--- src/rtl/ibex_rf_pkg.sv ---
//============================================================================
// Module      : ibex_rf_pkg
// Description : Shared constants, types and helpers for the multi-port
//               integer register file and its pending-write scoreboard.
// Revision    : 1.0 - initial release
//============================================================================
`default_nettype none

package ibex_rf_pkg;

    localparam int RF_ADDR_W = 5;
    localparam int RF_REGS_I = 32;
    localparam int RF_REGS_E = 16;

    typedef logic [RF_ADDR_W-1:0] rf_addr_t;

    // RV32E only implements x0..x15, so any address with bit 4 set is illegal.
    function automatic logic rf_addr_legal(input rf_addr_t addr, input logic rv32e);
        return ~(rv32e & addr[4]);
    endfunction

endpackage

`default_nettype wire

--- src/rtl/ibex_rf_scoreboard.sv ---
//============================================================================
// Module      : ibex_rf_scoreboard
// Description : One pending bit per register, set when a load is issued and
//               cleared by the LSU writeback. Reports busy per read port.
// Revision    : 1.0 - initial release
//============================================================================
`default_nettype none

module ibex_rf_scoreboard
    import ibex_rf_pkg::*;
#(
    parameter int NumRegs      = 32,
    parameter int NumReadPorts = 3,
    parameter int WriteThrough = 1
) (
    input  logic                                   clk_i,
    input  logic                                   rst_ni,
    input  logic                                   set_i,       // already qualified: legal, non-zero
    input  logic [RF_ADDR_W-1:0]                   set_addr_i,
    input  logic                                   clr_i,       // already qualified: legal, non-zero
    input  logic [RF_ADDR_W-1:0]                   clr_addr_i,
    input  logic [NumReadPorts-1:0][RF_ADDR_W-1:0] raddr_i,
    output logic [NumReadPorts-1:0]                busy_o
);

    localparam int IdxW = $clog2(NumRegs);

    logic [NumRegs-1:0] pend_q;
    logic [NumRegs-1:0] pend_d;

    // Next pending state: a new load issue wins over a same-cycle writeback.
    always_comb begin
        pend_d = pend_q;
        for (int r = 1; r < NumRegs; r++) begin
            if (set_i && set_addr_i == RF_ADDR_W'(r)) begin
                pend_d[r] = 1'b1;
            end else if (clr_i && clr_addr_i == RF_ADDR_W'(r)) begin
                pend_d[r] = 1'b0;
            end
        end
        pend_d[0] = 1'b0;
    end

    // Pending bits; reset drops any in-flight load tracking.
    always_ff @(posedge clk_i or negedge rst_ni) begin
        if (!rst_ni) begin
            pend_q <= '0;
        end else begin
            pend_q <= pend_d;
        end
    end

    for (genvar p = 0; p < NumReadPorts; p++) begin : g_busy
        logic in_range;
        logic bypass;
        assign in_range  = int'(raddr_i[p]) < NumRegs;
        // With write-through the arriving LSU data is already forwarded, so no stall.
        assign bypass    = (WriteThrough != 0) && clr_i && (clr_addr_i == raddr_i[p]);
        assign busy_o[p] = in_range & pend_q[raddr_i[p][IdxW-1:0]] & ~bypass;
    end

endmodule

`default_nettype wire

--- src/rtl/ibex_register_file_mp.sv ---
//============================================================================
// Module      : ibex_register_file_mp
// Description : Flip-flop RISC-V register file, N read ports, ALU (A) and
//               LSU (B) write ports, optional write-through bypass, pending
//               LSU-write scoreboard and RV32E illegal-address reporting.
// Revision    : 1.0 - initial release
//============================================================================
`default_nettype none

module ibex_register_file_mp
    import ibex_rf_pkg::*;
#(
    parameter int DataWidth    = 32,
    parameter int RV32E        = 0,
    parameter int NumReadPorts = 3,
    parameter int WriteThrough = 1
) (
    input  logic                                   clk_i,
    input  logic                                   rst_ni,
    input  logic [NumReadPorts-1:0][4:0]           raddr_i,
    output logic [NumReadPorts-1:0][DataWidth-1:0] rdata_o,
    output logic [NumReadPorts-1:0]                rbusy_o,
    input  logic [4:0]                             waddr_a_i,
    input  logic [DataWidth-1:0]                   wdata_a_i,
    input  logic                                   we_a_i,
    input  logic [4:0]                             waddr_b_i,
    input  logic [DataWidth-1:0]                   wdata_b_i,
    input  logic                                   we_b_i,
    input  logic [4:0]                             pend_addr_i,
    input  logic                                   pend_set_i,
    output logic                                   err_o
);

    localparam logic IsE     = (RV32E != 0);
    localparam int   NumRegs = IsE ? RF_REGS_E : RF_REGS_I;
    localparam int   IdxW    = IsE ? 4 : 5;

    // Qualified enables: illegal addresses and x0 never touch state.
    logic we_a_ok;
    logic we_b_ok;
    logic pend_ok;
    assign we_a_ok = we_a_i & rf_addr_legal(waddr_a_i, IsE) & (waddr_a_i != '0);
    assign we_b_ok = we_b_i & rf_addr_legal(waddr_b_i, IsE) & (waddr_b_i != '0);
    assign pend_ok = pend_set_i & rf_addr_legal(pend_addr_i, IsE) & (pend_addr_i != '0);

    logic [DataWidth-1:0] rf_q    [NumRegs-1:1];
    logic [DataWidth-1:0] rf_view [NumRegs];

    assign rf_view[0] = '0;

    for (genvar r = 1; r < NumRegs; r++) begin : g_regs
        logic hit_a;
        logic hit_b;
        assign hit_a      = we_a_ok && (waddr_a_i == rf_addr_t'(r));
        assign hit_b      = we_b_ok && (waddr_b_i == rf_addr_t'(r));
        assign rf_view[r] = rf_q[r];

        // Register storage; port A wins when both ports target this register.
        always_ff @(posedge clk_i or negedge rst_ni) begin
            if (!rst_ni) begin
                rf_q[r] <= '0;
            end else if (hit_a) begin
                rf_q[r] <= wdata_a_i;
            end else if (hit_b) begin
                rf_q[r] <= wdata_b_i;
            end
        end
    end

    logic [NumReadPorts-1:0] rd_bad;

    for (genvar p = 0; p < NumReadPorts; p++) begin : g_rports
        logic                 legal;
        logic [DataWidth-1:0] rd;
        assign legal     = rf_addr_legal(raddr_i[p], IsE);
        assign rd_bad[p] = ~legal;

        // Read mux: x0/illegal first, then same-cycle A, then B, then stored.
        always_comb begin
            rd = rf_view[raddr_i[p][IdxW-1:0]];
            if (!legal || raddr_i[p] == '0) begin
                rd = '0;
            end else if ((WriteThrough != 0) && we_a_ok && waddr_a_i == raddr_i[p]) begin
                rd = wdata_a_i;
            end else if ((WriteThrough != 0) && we_b_ok && waddr_b_i == raddr_i[p]) begin
                rd = wdata_b_i;
            end
        end

        assign rdata_o[p] = rd;
    end

    ibex_rf_scoreboard #(
        .NumRegs      (NumRegs),
        .NumReadPorts (NumReadPorts),
        .WriteThrough (WriteThrough)
    ) u_scoreboard (
        .clk_i      (clk_i),
        .rst_ni     (rst_ni),
        .set_i      (pend_ok),
        .set_addr_i (pend_addr_i),
        .clr_i      (we_b_ok),
        .clr_addr_i (waddr_b_i),
        .raddr_i    (raddr_i),
        .busy_o     (rbusy_o)
    );

    logic err_d;
    logic err_q;
    assign err_d = IsE & ((we_a_i     & ~rf_addr_legal(waddr_a_i,   IsE)) |
                          (we_b_i     & ~rf_addr_legal(waddr_b_i,   IsE)) |
                          (pend_set_i & ~rf_addr_legal(pend_addr_i, IsE)) |
                          (|rd_bad));

    // Error pulse registered one cycle after the offending access.
    always_ff @(posedge clk_i or negedge rst_ni) begin
        if (!rst_ni) begin
            err_q <= 1'b0;
        end else begin
            err_q <= err_d;
        end
    end

    assign err_o = err_q;

endmodule

`default_nettype wire

--- config.mk ---
export PLATFORM = sky130hd
export DESIGN_NAME = ibex_register_file_mp
export DESIGN_NICKNAME = d
export VERILOG_FILES = /design/src/rtl/ibex_rf_pkg.sv /design/src/rtl/ibex_rf_scoreboard.sv /design/src/rtl/ibex_register_file_mp.sv
export SDC_FILE = /design/constraint.sdc
export NUM_CORES = 2
export LEC_CHECK = 0
export BUFFER_PORTS_ARGS = -buffer_cell sky130_fd_sc_hd__buf_2
export CAP_MARGIN = 0
export CORE_MARGIN = 2
export CORE_UTILIZATION = 40
export CTS_CLUSTER_DIAMETER = 80
export DETAILED_ROUTE_END_ITERATION = 10
export PLACE_DENSITY_LB_ADDON = 0.3
export SLEW_MARGIN = 10
export SYNTH_ARGS = -nofsm -noshare
export SYNTH_HDL_FRONTEND = slang
export SYNTH_HIERARCHICAL = 1
export SYNTH_SLANG_ARGS = --single-unit
--- constraint.sdc ---
create_clock -name clk_i -period 4.9 [get_ports clk_i]
set_input_delay 0.245 -clock clk_i [delete_from_list [all_inputs] [get_ports clk_i]]
set_output_delay 0.245 -clock clk_i [all_outputs]
set_load 0.1 [all_outputs]
==> key figures <==
Synthesis
  – Register area share after synthesis: 0.340
  – Adder-cell share of the synthesized area: 0
  – Largest family of logic cells by synthesized area: multiplexers
  – Post-synth ARST share: 1.00
  – Avg Inst Size Synth: between 9 and 10 um^2
  – Yosys top cell by area: dfrtp_1
  – Mux share of post-synthesis cell area: 0.327
  – Post-synthesis cell type count: 73
  – Yosys warning count: 6
  – Post-Synth Simple-Gate Area: 0.0902
  – Syn_nets: ~8100
  – Synth Instances: 8035
  – Seq cells post-synth: a little over 1000
  – XOR/XNOR Fraction of Synth Area: 0.00523
  – Post-synth EDFFs: 0
  – Most used DFF post-synth: dfrtp_1
  – Mapped Area: roughly 75000 um^2
  – Synth area leaders: dfrtp_1 34%, mux2i_1 22%, mux4_2 6.7%
  – Synth Area in Compound Gates: 0.180
  – Top cell type's share of synthesized area: 0.340

Clocking
  – Clock buffer depth: 3
  – Worst-path clk slew: 0.06 ns
  – TritonCTS Sinks: between 1000 and 1500
  – Number of H-tree levels: 3
  – CTS Buf Count: 113
  – Clk_lat worst skew: 0.76 ns
  – TritonCTS clock tree: built
  – Clk Tree Root Cell: clkbuf_16
  – CTS resizes: 0
  – Hold-fix buffers at CTS: 11
  – Post-CTS Setup Inserts: 0

Run
  – Max_cap viols: 0

Place
  – Port buffer count: a little under 200
  – Dpl ws: between 0.9 and 1 ns
  – DP Area: approximately 80000 um^2
  – Gpl congestion: 0.982
  – Hpwl dp: around 200000 um

Detailed routing
  – DRT iter0 DRCs: around 11000
  – TritonRoute pass-1 iters: 10
  – DR WL/cell: ~32 um
  – Drt total wl: around 330000 um
  – Post-route DRC: 0
  – Vias: about 70000
  – Via density: 6.85
  – Antenna-violating nets left: 0

STA
  – Worst-Margin Slew: about 1.3 ns
  – Setup TNS: 0 ns
  – Fmax: 236 MHz
  – Tcrit/Tclk final: 0.866
  – RSZ-0062 raised after global routing: no
  – Final setup margin: around 0.66 ns
  – Min Hold Slack: around 0.056 ns
  – Final Hold Fails: 0
  – Slew headroom: 0.129
  – Minimum clock period: between 4 and 5 ns
  – Final Setup Violations: 0
  – Max-slew violation count: 0
  – Layout Skew: 0 ns

Worst setup path
  – Worst EP required: ~4.7 ns
  – Max FO, Critical Path: 54
  – CP Launch Type: input port
  – Worst R2R Path Depth: 2
  – Critical Path AT: 4.00 ns
  – R2R Setup Slk: 4.03 ns
  – Worst Setup End Kind: output port
  – Kind of critical path: input port to output port

Min path
  – Worst hold path depth: 3
  – Worst Hold Class: input port to flop

Status
  – Run status: complete, no violations

Pwr
  – Pwr dens: between 400 and 500 nW/um^2
  – Highest ir drop seen on vdd: about 0.36 mV
  – Lkg Pwr: ~35 nW

Cells and area
  – Post-layout util: 0.447
  – FF/Latch Area: ~26000 um^2
  – Fillers: between 15000 and 20000
  – Design Area, Final: roughly 84000 um^2
  – Fraction of layout cells with a size suffix above 1: 0.159
  – Area occupied by multi-input gates: around 46000 um^2
  – Syn-to-layout area delta: 11.2%
  – Fin nets: around 7700

Floorplanning
  – IO Pins: roughly 200
  – Initial core utilization: 0.402
  – Die H: 438 um
  – Core footprint: around 190000 um^2
  – Row cnt: approximately 160
  – Die X: approximately 440 um
  – Area of the die: roughly 190000 um^2

Global route
  – Met2 Use GR: 0.484
  – Met3 Track Usage GR: 0.103
  – Pin count of the biggest net entering global routing: approximately 140
  – Total gr overflow: 0
  – Busiest layer in global routing: met2
  – Tot GR Track Use: 0.332
  – Routing usage on met1: 0.419
  – First-pass GRT wire length: approximately 470000 um
  – Initial antenna violation count: 28
  – Vias in the first global route: around 67000
worst max-delay path: stages:
cell,delay [ns]
clkbuf_8,0.49
and2b_2,0.86
buf_4,0.28
a221oi_1,0.08
a2111oi_0,0.30
a21oi_1,0.21
o31ai_1,0.97
buf_4,0.27
buf_12,0.17
worst paths after layout:
| path | to | from |
|---|---|---|
| min in group asynchronous | rf_q[858] | rst_ni |
| min reg2reg | u_scoreboard/pend_q[5] | u_scoreboard/pend_q[5] |
| max reg2reg | rf_q[160] | rf_q[160] |
| min | rf_q[38] | wdata_a_i[6] |
| max in group asynchronous | rf_q[297] | rst_ni |
| max | rdata_o[4] | raddr_i[1] |
cells in the final DEF (no fill, tap or decap), drive strengths merged, types with 14 or more instances in the layout:
| master | instances |
|---|---|
| a211oi | 65 |
| o31ai | 155 |
| a2111oi | 60 |
| nor3 | 39 |
| o22a | 31 |
| a221oi | 97 |
| o21bai | 35 |
| o22ai | 416 |
| nand2b | 24 |
| o21ai | 356 |
| nor2b | 75 |
| or2 | 17 |
| diode | 14 |
| clkinv | 32 |
| inv | 40 |
| a41oi | 30 |
| xnor2 | 35 |
| or3 | 95 |
| a32oi | 32 |
| nand4 | 42 |
| a21oi | 915 |
| nand2 | 360 |
| mux4 | 228 |
| mux2i | 1680 |
| dfrtp | 1023 |
| mux2 | 235 |
| buf | 465 |
| o311ai | 34 |
| clkbuf | 159 |
| nor2 | 859 |
| nand3 | 17 |
synthesized netlist by cell type (all sizes together), types with 75 or more instances:
cell type / instances
mux4: 228
o31ai: 155
o22ai: 416
a21oi: 915
buf: 347
or3: 95
mux2: 235
nand2: 360
nor2: 859
dfrtp: 1023
mux2i: 1680
a221oi: 97
clkbuf: 631
o21ai: 356
nor2b: 75
flip-flops by register name, summed over array words and instances (netlist names):
register,cells
u_scoreboard/pend_q,31
rf_q,992
per-layer routing:
layer	part of all wire	up-vias
li1	-	29100
met2	0.43	5329
met4	0.077	24
met3	0.13	1408
met1	0.37	34500
met5	0.00041	-
cell type report:
class                   count  area share
diodes                     14    0.000418
clock buffers             157      0.0392
clock inverters            54     0.00796
inverters                  34     0.00152
multi-input cells        6000       0.549
flip-flops and latches   1023       0.306
well taps                2495      0.0373
repair buffers            478      0.0595
cell families after synthesis:
kind of cell,count (synthesis)
simple gates,1567
xor+xnor,45
compound gates,2244
other cells,1
mux,2143
flops,1023
buf+inv,1012
report_power, final:
part | switching [mW] | internal, mW
registers | 2.62 | 10.8
clock network | 3.95 | 5.36
logic | 6.72 | 5.16
per-stage QoR:
step                total power [mW]  std cells
floorplan                       20.7       8035
global placement                24.4      10000
detailed placement              24.8      10000
CTS                             34.1      10200
global route                    35.9      10200
finish                          34.6      10300
(Power assumes the default switching activity.)
